===== config.mk =====
export PLATFORM = sky130hd
export DESIGN_NAME = k_dsp_issue
export DESIGN_NICKNAME = d
export VERILOG_FILES = /design/src/rtl/k_dsp_issue.sv
export SDC_FILE = /design/constraint.sdc
export NUM_CORES = 1
export LEC_CHECK = 0
export CORE_ASPECT_RATIO = 0.6
export CORE_MARGIN = 2
export CORE_UTILIZATION = 59
export CTS_CLUSTER_DIAMETER = 60
export DETAILED_ROUTE_END_ITERATION = 10
export PLACE_DENSITY_LB_ADDON = 0.1
export SETUP_SLACK_MARGIN = 0.02
export SKIP_CTS_REPAIR_TIMING = 1
export SLEW_MARGIN = 20
export SYNTH_ARGS = -nofsm -noshare
export SYNTH_HDL_FRONTEND = slang
export SYNTH_SLANG_ARGS = --single-unit

===== constraint.sdc =====
create_clock -name clk -period 5.2 [get_ports clk]
set_input_delay 0.78 -clock clk [delete_from_list [all_inputs] [get_ports clk]]
set_output_delay 0.78 -clock clk [all_outputs]
set_load 0.005 [all_outputs]

===== src/rtl/k_dsp_issue.sv =====
// Instruction issue stage for the K_DSP ALU: decodes 16-bit instructions, reads an
// 8x32 register file, drives the ALU for one cycle and writes the result back.
module k_dsp_issue #(
  parameter int NREGS = 8,
  parameter int XLEN  = 32
) (
  input  logic            clk,
  input  logic            rst_n,
  input  logic            instr_valid,
  output logic            instr_ready,
  input  logic [15:0]     instr,
  output logic [XLEN-1:0] opA,
  output logic [XLEN-1:0] opB,
  output logic [2:0]      selector,
  output logic            alu_valid,
  input  logic [XLEN-1:0] alu_result,
  output logic            done,
  output logic            err,
  input  logic [2:0]      dbg_addr,
  output logic [XLEN-1:0] dbg_data
);

  typedef enum logic [1:0] {
    S_IDLE = 2'd0,
    S_READ = 2'd1,
    S_EXEC = 2'd2,
    S_WB   = 2'd3
  } state_t;

  localparam logic [2:0] OP_DIV = 3'b100;
  localparam logic [2:0] OP_LDI = 3'b111;

  state_t          state_q, state_d;
  logic [15:4]     instr_q, instr_d;
  logic [XLEN-1:0] opA_q, opA_d;
  logic [XLEN-1:0] opB_q, opB_d;
  logic [2:0]      sel_q, sel_d;
  logic [XLEN-1:0] wb_data_q, wb_data_d;
  logic            err_q, err_d;
  logic [XLEN-1:0] regs_q [NREGS];

  logic [2:0]      op_q, rd_q, rs1_q, rs2_q;
  logic [XLEN-1:0] rs1_val, rs2_val, imm_ext;

  assign op_q  = instr_q[15:13];
  assign rd_q  = instr_q[12:10];
  assign rs1_q = instr_q[9:7];
  assign rs2_q = instr_q[6:4];

  // r0 is hardwired to zero on every read path
  assign rs1_val  = (rs1_q == 3'd0) ? '0 : regs_q[rs1_q];
  assign rs2_val  = (rs2_q == 3'd0) ? '0 : regs_q[rs2_q];
  assign dbg_data = (dbg_addr == 3'd0) ? '0 : regs_q[dbg_addr];
  assign imm_ext  = {{(XLEN-10){1'b0}}, instr[9:0]};

  always_comb begin
    state_d   = state_q;
    instr_d   = instr_q;
    opA_d     = opA_q;
    opB_d     = opB_q;
    sel_d     = sel_q;
    wb_data_d = wb_data_q;
    err_d     = err_q;
    case (state_q)
      S_IDLE: begin
        if (instr_valid) begin
          instr_d = instr[15:4];
          err_d   = 1'b0;
          if (instr[15:13] == OP_LDI) begin
            wb_data_d = imm_ext;
            state_d   = S_WB;
          end else begin
            state_d = S_READ;
          end
        end
      end
      S_READ: begin
        opA_d = rs1_val;
        opB_d = rs2_val;
        sel_d = op_q;
        // Divide-by-zero is trapped here so the ALU never sees it
        if (op_q == OP_DIV && rs2_val == '0) begin
          wb_data_d = '1;
          err_d     = 1'b1;
          state_d   = S_WB;
        end else begin
          state_d = S_EXEC;
        end
      end
      S_EXEC: begin
        wb_data_d = alu_result;
        state_d   = S_WB;
      end
      S_WB: begin
        state_d = S_IDLE;
      end
      default: state_d = S_IDLE;
    endcase
  end

  always_ff @(posedge clk) begin
    if (!rst_n) begin
      state_q   <= S_IDLE;
      instr_q   <= '0;
      opA_q     <= '0;
      opB_q     <= '0;
      sel_q     <= '0;
      wb_data_q <= '0;
      err_q     <= 1'b0;
      for (int i = 0; i < NREGS; i++) regs_q[i] <= '0;
    end else begin
      state_q   <= state_d;
      instr_q   <= instr_d;
      opA_q     <= opA_d;
      opB_q     <= opB_d;
      sel_q     <= sel_d;
      wb_data_q <= wb_data_d;
      err_q     <= err_d;
      if (state_q == S_WB && rd_q != 3'd0) regs_q[rd_q] <= wb_data_q;
    end
  end

  assign instr_ready = rst_n && (state_q == S_IDLE);
  assign alu_valid   = (state_q == S_EXEC);
  assign done        = (state_q == S_WB);
  assign err         = (state_q == S_WB) && err_q;
  assign opA         = opA_q;
  assign opB         = opB_q;
  assign selector    = sel_q;

endmodule


==> run metrics <==
setup_tns 0 ps; filler instances 2366; crit path to wb_data_q[22]$_SDFFE_PN0P_; design area 22900 sq um; H-Tree Depth 2; vias in the first global route 14000; biggest area consumer among synthesized cells edfxtp_1; status finished clean; share of layout cells above drive strength 1 14.4%; Worst-Skew Late Latency 550 ps; EDFF count, synth 256; Worst-Margin Slew 1170 ps; total grt overflow 0; PortBufs 156; via count 14400; Hold Vio Cnt, Final 0; Synth Flop Type edfxtp_1; Starting Density 60.2%; antenna-violating nets left 0; Gate Count Post-Synth 1594; worst-path fanout max 24; Max Buffers Root-to-Sink 3; first-pass GRT wire length 88.1 mm; worst hold path class reg2reg; CTS clk-pin slew, worst paths 60 ps; Cell variety after synth 42; # DRC 0; CORE AREA 32600 sq um; Critical Path AT 4620 ps; critical path launch point type flip-flop; Die Height 145 um; Num CTS Buffers 37; Hold Worst Slack 479 ps; VDD IR-drop max 520 uV; die area 34800 sq um; clock root cell clkbuf_16; worst r2r dst wb_data_q[22]$_SDFFE_PN0P_; Nets 1786; Leak Pwr 8.12 nW; die width 239 um; FF-to-FF path depth 8; Rel. slew slack 21.9%; PwrDens 389 nW/um^2; critical path class reg2reg; Synth area leaders edfxtp_1 (39%), mux4_2 (16%), dfxtp_1 (12%), and2_1 (7.5%), mux2i_1 (6.8%); pre-CTS setup slack 1170 ps; via density per instance 6.51; First DRT Iteration DRCs 1718; Synth-to-Final Area Change 16.9%; Max Slew Vio Count 0; final cycle utilization of the critical path 80.9%; row cnt 51; crit path time final 4210 ps; Placed Area 21700 sq um; initial antenna violation count 1; Critical Path RT 5610 ps; WL/cell 27.0 um; Warnings, synthesis 0; Routability Congestion 0.895; clk_skew 16.8 ps; Antenna Cells 0; RSZ-0062 raised after global routing no; TritonRoute pass-1 iters 5; top-count cell post-synth edfxtp_1; CTS tree yes; list of most frequent post-synthesis cells edfxtp_1 (256), and2_1 (236), nand2_1 (146); final worst slack 991 ps; Avg Inst Size Synth 12.3 sq um; worst reg2reg setup slack 990 ps; Synth top area share 39.2%; largest net degree at the start of global routing 99; Max Cap Viol 0; register bit total from synthesis 376; total power 8.91 mW; endpoints failing setup 0; Worst setup EP type flip-flop; Seq/Total Area, Yosys 51.4%; clock sinks 376; fmax 238 MHz; DP Wirelength 37.0 mm; I/O pin cnt 157; GRT Util Overall 34.5%; asr flop ratio synth 0%; Mapped Area 19600 sq um; DRT Wirelength 59.5 mm
report_power, final:
group / switching, mW / internal (mW)
Sequential: 0.411 / 3.43
Combinational: 1.32 / 1.00
Clock: 1.17 / 1.57
how the worst min path moves through the flow:
stage / start / to / depth (start not counted)
6_report: opB[0]$_SDFFE_PN0P_ / opB[0]$_SDFFE_PN0P_ / 2
3_5_place_dp: opB[0]$_SDFFE_PN0P_ / opB[0]$_SDFFE_PN0P_ / 2
5_1_grt: opB[0]$_SDFFE_PN0P_ / opB[0]$_SDFFE_PN0P_ / 2
3_3_place_gp: opB[0]$_SDFFE_PN0P_ / opB[0]$_SDFFE_PN0P_ / 2
2_1_floorplan: instr_q[12]$_SDFFE_PN0P_ / instr_q[12]$_SDFFE_PN0P_ / 2
4_1_cts: opB[0]$_SDFFE_PN0P_ / opB[0]$_SDFFE_PN0P_ / 2
critical path: stages, from the launching register on:
cell	delay [ps]
dfxtp_2	870
and2_1	720
a22oi_1	220
nand3_1	190
nand4_1	270
nor4_2	870
o221ai_4	310
buf_4	400
mux2i_1	180
cell usage in the layout, fill, tap and decap left out, drive strengths merged, types with 6 or more instances in the layout:
master         count
nor2             114
clkinv            11
dfxtp            120
and2             236
nor4               9
nand4              6
clkbuf            53
nor3               8
o211ai            10
nand2            146
a21oi            114
clkdlybuf4s50    152
mux2              32
mux2i            133
a221oi            32
edfxtp           256
mux4             138
conb              32
a22oi             22
o21ai             16
buf               41
inv               36
nand3             10
through the flow:
step                util (%)  instances
global placement        66.6       2139
CTS                     70.3       2207
floorplan                  -       1625
global route            70.3       2207
finish                  70.3       2207
detailed placement      66.6       2139
final cells by class:
class                   count  area [sq um]  share of cell area [%]
clock buffers              53          1060                    4.62
clock inverters            15           148                   0.644
inverters                  36           139                   0.606
multi-input cells        1084          9060                    39.5
flip-flops and latches    376         10100                    44.1
well taps                 450           563                    2.46
repair buffers            193          1860                    8.11
sequential cells by signal, indices dropped and copies added, names as in the netlist, named ones only:
name	flops
regs_q	256
state_q	2
opB	32
wb_data_q	32
instr_q	12
err_q	1
opA	32
selector	3
cells by family after synthesis:
logic type | synth area share [%]
other cells | 0.0191
compound gates | 6.35
fa+ha+maj | 0.255
buf+inv | 3.57
mux | 24.5
simple gates | 13.9
flops | 51.4
routing by layer:
| metal | track usage [%] | part of all wire, % | up-vias |
|---|---|---|---|
| met2 | 49.6 | 43 | 1010 |
| met5 | 0 | 0.022 | - |
| met4 | 10.2 | 2.8 | 2 |
| li1 | - | - | 6123 |
| met3 | 10.3 | 15 | 149 |
| met1 | 51.0 | 40 | 7084 |
(Power assumes the default switching activity.)
==> patch 1, RTL diff (same settings) <==
Re-encode `state_t` (4 states) as one-hot, 4 bits wide.
--- a/src/rtl/k_dsp_issue.sv
+++ b/src/rtl/k_dsp_issue.sv
@@ -20,11 +20,11 @@
   output logic [XLEN-1:0] dbg_data
 );
 
-  typedef enum logic [1:0] {
-    S_IDLE = 2'd0,
-    S_READ = 2'd1,
-    S_EXEC = 2'd2,
-    S_WB   = 2'd3
+  typedef enum logic [3:0] {
+    S_IDLE = 4'b0001,
+    S_READ = 4'b0010,
+    S_EXEC = 4'b0100,
+    S_WB   = 4'b1000
   } state_t;
 
   localparam logic [2:0] OP_DIV = 3'b100;
Function: same outputs for any inputs over 4 cycles, from zero or initial values and one cycle with rst_n low; so few cycles prove little.
==> patch 1 against the unedited design <==
- synthesized area fell by 1.1%
- setup slack improved by 0.32 ns
- sequential cell count rose by 2
- non-clock buffer count rose by 11
- wire length rose by 1.4%
- count of clock-buffer cells in the layout fell by 5
- clock skew fell by 0.0031 ns
- global-route usage rose by 1.1 points
- design area fell by 0.24%
- via count rose by 0.94%
- critical path type is now primary input to output pin
Power is not compared: it rests on default switching activity, and its combinational part moved more than twofold at a synthesized area within 25%.
==> patch 1: results (changes against the unedited design) <==
* Hold Crit Start: err_q (was opB[0])
* Reg2reg end: wb_data_q[17] (was wb_data_q[22])
* Dpl ws at 1.38 ns (was 1.17 ns)
* Hpwl dp at 38,100 um (was 37,000 um)
* Final Non-Filler Cells at 2,117 (was 2,207)
* Initial antenna violation count at 2 (was 1)
* Synth top cells by count: edfxtp_1 (256), and2_1 (162), mux4_2 (142) (was edfxtp_1 (256), and2_1 (236), nand2_1 (146))
* Relative slew slack at 27.4% (was 21.9%)
* Final nets at 1,718 (was 1,786)
* Seq/Total Area, Yosys at 52.2% (was 51.4%)
* Status: completed (unchanged)
* Post-Synthesis Cells at 1,530 (was 1,594)
* Synth area leaders: edfxtp_1 (40%), mux4_2 (16%), dfxtp_1 (13%) (was edfxtp_1 (39%), mux4_2 (16%), dfxtp_1 (12%))
* Root Driver: clkbuf_16 (unchanged)
* Final RePlAce weighted congestion at 0.894 (was 0.895)
* CP max FO at 27 (was 24)
* DP Area at 21,500 sq um (was 21,700 sq um)
* R2R setup slack at 1.34 ns (was 0.99 ns)
* Total Wirelength at 60,300 um (was 59,500 um)
* Overall Global Routing Usage at 35.7% (was 34.5%)
* Share of layout cells above drive strength 1 at 19.6% (was 14.4%)
* Number of global-route vias before repair at 13,900 (was 14,000)
* CTS buffer count at 38 (was 37)
* Max power group: registers
* Via/cell ratio at 6.85 (was 6.51)
* Hold EP: err_q (was opB[0])
* Skew final at 0.0137 ns (was 0.0168 ns)
* Synth cell types at 45 (was 42)
* Register-to-Register Path Depth at 8 (unchanged)
* First-pass GRT wire length at 89,400 um (was 88,100 um)
* Pin count of the biggest net entering global routing at 78 (was 99)
* I/O Buffers at 156 (unchanged)
[patch 1: cells by family after synthesis]
kind of cell	Yosys count	synth area share, %
compound gates	227	7.88
buf+inv	197	4.11
flops	378	52.2
mux	266	23.2
other cells	1	0.0193
simple gates	461	12.6
[patch 1: layout make-up]
cell class | count | area [sq um]
sequential | 378 | 10100
fill | 2244 | 9540
multi-input combinational | 986 | 8680
timing repair buffer | 204 | 1950
clock buffer | 48 | 1070
tap | 424 | 531
clock inverter | 21 | 285
inverter | 56 | 213
[patch 1: worst max-delay path by stage]
stage	from	to	slack [ns]	depth (start not counted)
2_1_floorplan	rst_n	regs_q[7][0]	1.05	4
3_3_place_gp	dbg_addr[1]	dbg_data[21]	1.44	6
3_5_place_dp	dbg_addr[1]	dbg_data[4]	1.38	6
4_1_cts	dbg_addr[1]	dbg_data[4]	1.37	6
5_1_grt	register	wb_data_q[20]	1.14	8
6_report	dbg_addr[1]	dbg_data[21]	1.31	6
[patch 1: per-stage QoR]
step	hold slack, ns	util, %
final	0.457	70.6
after global placement	0.441	66.3
after floorplan	0.432	-
after CTS	0.455	70.5
after detailed placement	0.445	66.4
after global routing	0.470	70.6
[patch 1: layer usage]
layer  GRT usage [%]  part of all wire, %
met5               0                0.022
met4            12.3                  3.0
met3            8.99                   13
met2            52.5                   44
met1            52.2                   40
[patch 1: critical path, stage by stage]
cell and delay [ns]:
buf_2 0.51, nor2b_2 0.51, buf_12 0.31, a221oi_1 0.13, a21oi_1 0.28, clkdlybuf4s50_1 0.57
==> patch 2, RTL diff (config.mk and constraints unchanged) <==
Made on the original files. `NREGS`: 8 -> 16.
--- a/src/rtl/k_dsp_issue.sv
+++ b/src/rtl/k_dsp_issue.sv
@@ -1,7 +1,7 @@
 // Instruction issue stage for the K_DSP ALU: decodes 16-bit instructions, reads an
 // 8x32 register file, drives the ALU for one cycle and writes the result back.
 module k_dsp_issue #(
-  parameter int NREGS = 8,
+  parameter int NREGS = 16,
   parameter int XLEN  = 32
 ) (
   input  logic            clk,
Function: same outputs for any inputs over 4 cycles, from zero or initial values and one cycle with rst_n low; that may be too few to reach the edited logic, so the function may still have changed.
==> patch 2 against the unedited design <==
- core utilization about the same
- clock power decreased by 4%
- sequential cell count unchanged
- power decreased by 17%
- setup slack improved by 0.31 ns
- design area about the same
- wire length decreased by 0.99%
- synthesized area about the same
- sequential power decreased by 9.4%
- critical endpoint is now wb_data_q[24]
==> patch 2: results (changes against the unedited design) <==
* Placed cells at 2,148 (was 2,139)
* Worst hold slack at 0.471 ns (was 0.479 ns)
* Root Driver: clkbuf_16 (unchanged)
* Final RePlAce weighted congestion at 0.856 (was 0.895)
* CTS H-tree lvls at 2 (unchanged)
* Final nets at 1,795 (was 1,786)
* Worst Path Arrival at 4.32 ns (was 4.62 ns)
* Hold Crit Start: opB[0] (unchanged)
* Share of layout cells above drive strength 1 at 16.6% (was 14.4%)
* Register-to-Register Path Depth at 9 (was 8)
* First-pass DRT Iterations at 6 (was 5)
* Setup CP Type: register to register (unchanged)
* Number of synthesized flops with an enable pin at 256 (unchanged)
* Seq/Total Area, Yosys at 51.4% (about the same)
* Initial antenna violation count at 4 (was 1)
* Reg with most FFs: regs_q (unchanged)
* I/O Buffers at 156 (unchanged)
* Clk buf depth at 3 (unchanged)
* WHS Path Cells at 2 (unchanged)
* CTS buffer count at 37 (unchanged)
* Critical Path End: wb_data_q[24] (was wb_data_q[22])
* Hold Path Class: register to register (unchanged)
* Synth area leaders: edfxtp_1 (39%), mux4_2 (16%), dfxtp_1 (12%) (unchanged)
* Overall Global Routing Usage at 34.6% (was 34.5%)
* Synth Warn # at 0 (unchanged)
* Leak pwr at 0.00819 uW (was 0.00812 uW)
* Synth top cells by count: edfxtp_1 (256), and2_1 (235), nand2_1 (146) (was edfxtp_1 (256), and2_1 (236), nand2_1 (146))
* Synth cell types at 41 (was 42)
* Clock Latency Late Sink at 0.55 ns (about the same)
* Pin count of the biggest net entering global routing at 57 (was 99)
* Hold EP: opB[0] (unchanged)
* First-pass GRT wire length at 88,400 um (was 88,100 um)
* Skew final at 0.0201 ns (was 0.0168 ns)
* Async SR Flop Fraction at 0% (unchanged)
* Final Non-Filler Cells at 2,217 (was 2,207)
* Dpl ws at 1.36 ns (was 1.17 ns)
* Via/cell ratio at 6.45 (was 6.51)
* Worst Tran Pin Value at 1.06 ns (was 1.17 ns)
* Hpwl dp at 37,400 um (was 37,000 um)
* Clock Pin Slew Worst Setup and Hold Paths at 0.06 ns (about the same)
* Slack of the critical path at 1.30 ns (was 0.991 ns)
* Net Sw Frac at 27.6% (was 32.6%)
* Number of global-route vias before repair at 14,100 (was 14,000)
* Avg WL per Cell at 26.6 um (was 27.0 um)
* DP Area at 21,800 sq um (was 21,700 sq um)
* CP max FO at 22 (was 24)
* Largest register FFs at 256 (unchanged)
* Worst VDD drop at 0.262 mV (was 0.520 mV)
* DR iter-0 viols at 1,987 (was 1,718)
* Status: completed (unchanged)
* Mapped Avg Cell Area at 12.3 sq um (about the same)
-- patch 2: cell count changes after synthesis, moves of 2 or more --
cell,unedited run,this run
buf_4,1,4
nor2_1,114,116
o21ai_0,9,15
mux2_2,3,32
o21ai_1,7,0
clkbuf_1,101,99
mux2_1,29,0
buf_6,9,7
-- patch 2: logic make-up after synthesis --
logic type                 count (synthesis)  share of synthesized area [%]
AOI/OAI and AO/OA                        201                           6.31
other                                      1                         0.0191
DFF                                      376                           51.4
and+or+nand+nor                          542                           13.9
muxes                                    304                           24.5
adders and majority gates                  4                          0.255
buffers and inverters                    166                           3.57
-- patch 2: layout make-up --
type                            count  area [sq um]
Clock buffer                       53          1050
Fill cell                        2337          9690
Inverter                           37           143
Clock inverter                     15           101
Multi-Input combinational cell   1083          9040
Timing Repair Buffer              202          1930
Antenna cell                        1          2.50
Tap cell                          450           563
Sequential cell                   376         10100
-- patch 2: critical path: stages (launching register included) --
cell      delay (ns)
dfxtp_2         0.56
buf_4           0.49
mux4_2          0.59
nor4_1          0.43
buf_4           0.21
nand4_1         0.11
a21oi_2         0.50
o221ai_4        0.38
buf_12          0.32
mux2i_1         0.14
-- patch 2: metal layers --
layer	vias up	share of wire, %	track usage [%]	wire [um]
li1	6154	-	-	-
met1	7034	40	50.7	23700
met2	976	43	50.1	25600
met3	126	14	10.0	7960
met4	6	2.8	10.7	1660
met5	-	0.066	0	39
-- patch 2: power groups by stage --
stage	logic [uW]	clock network (uW)	registers, uW
CTS	1260	2640	3480
detailed placement	1250	0	3550
global route	1350	2770	3510
floorplan	831	0	3460
global placement	1240	0	3540
finish	1270	2630	3490
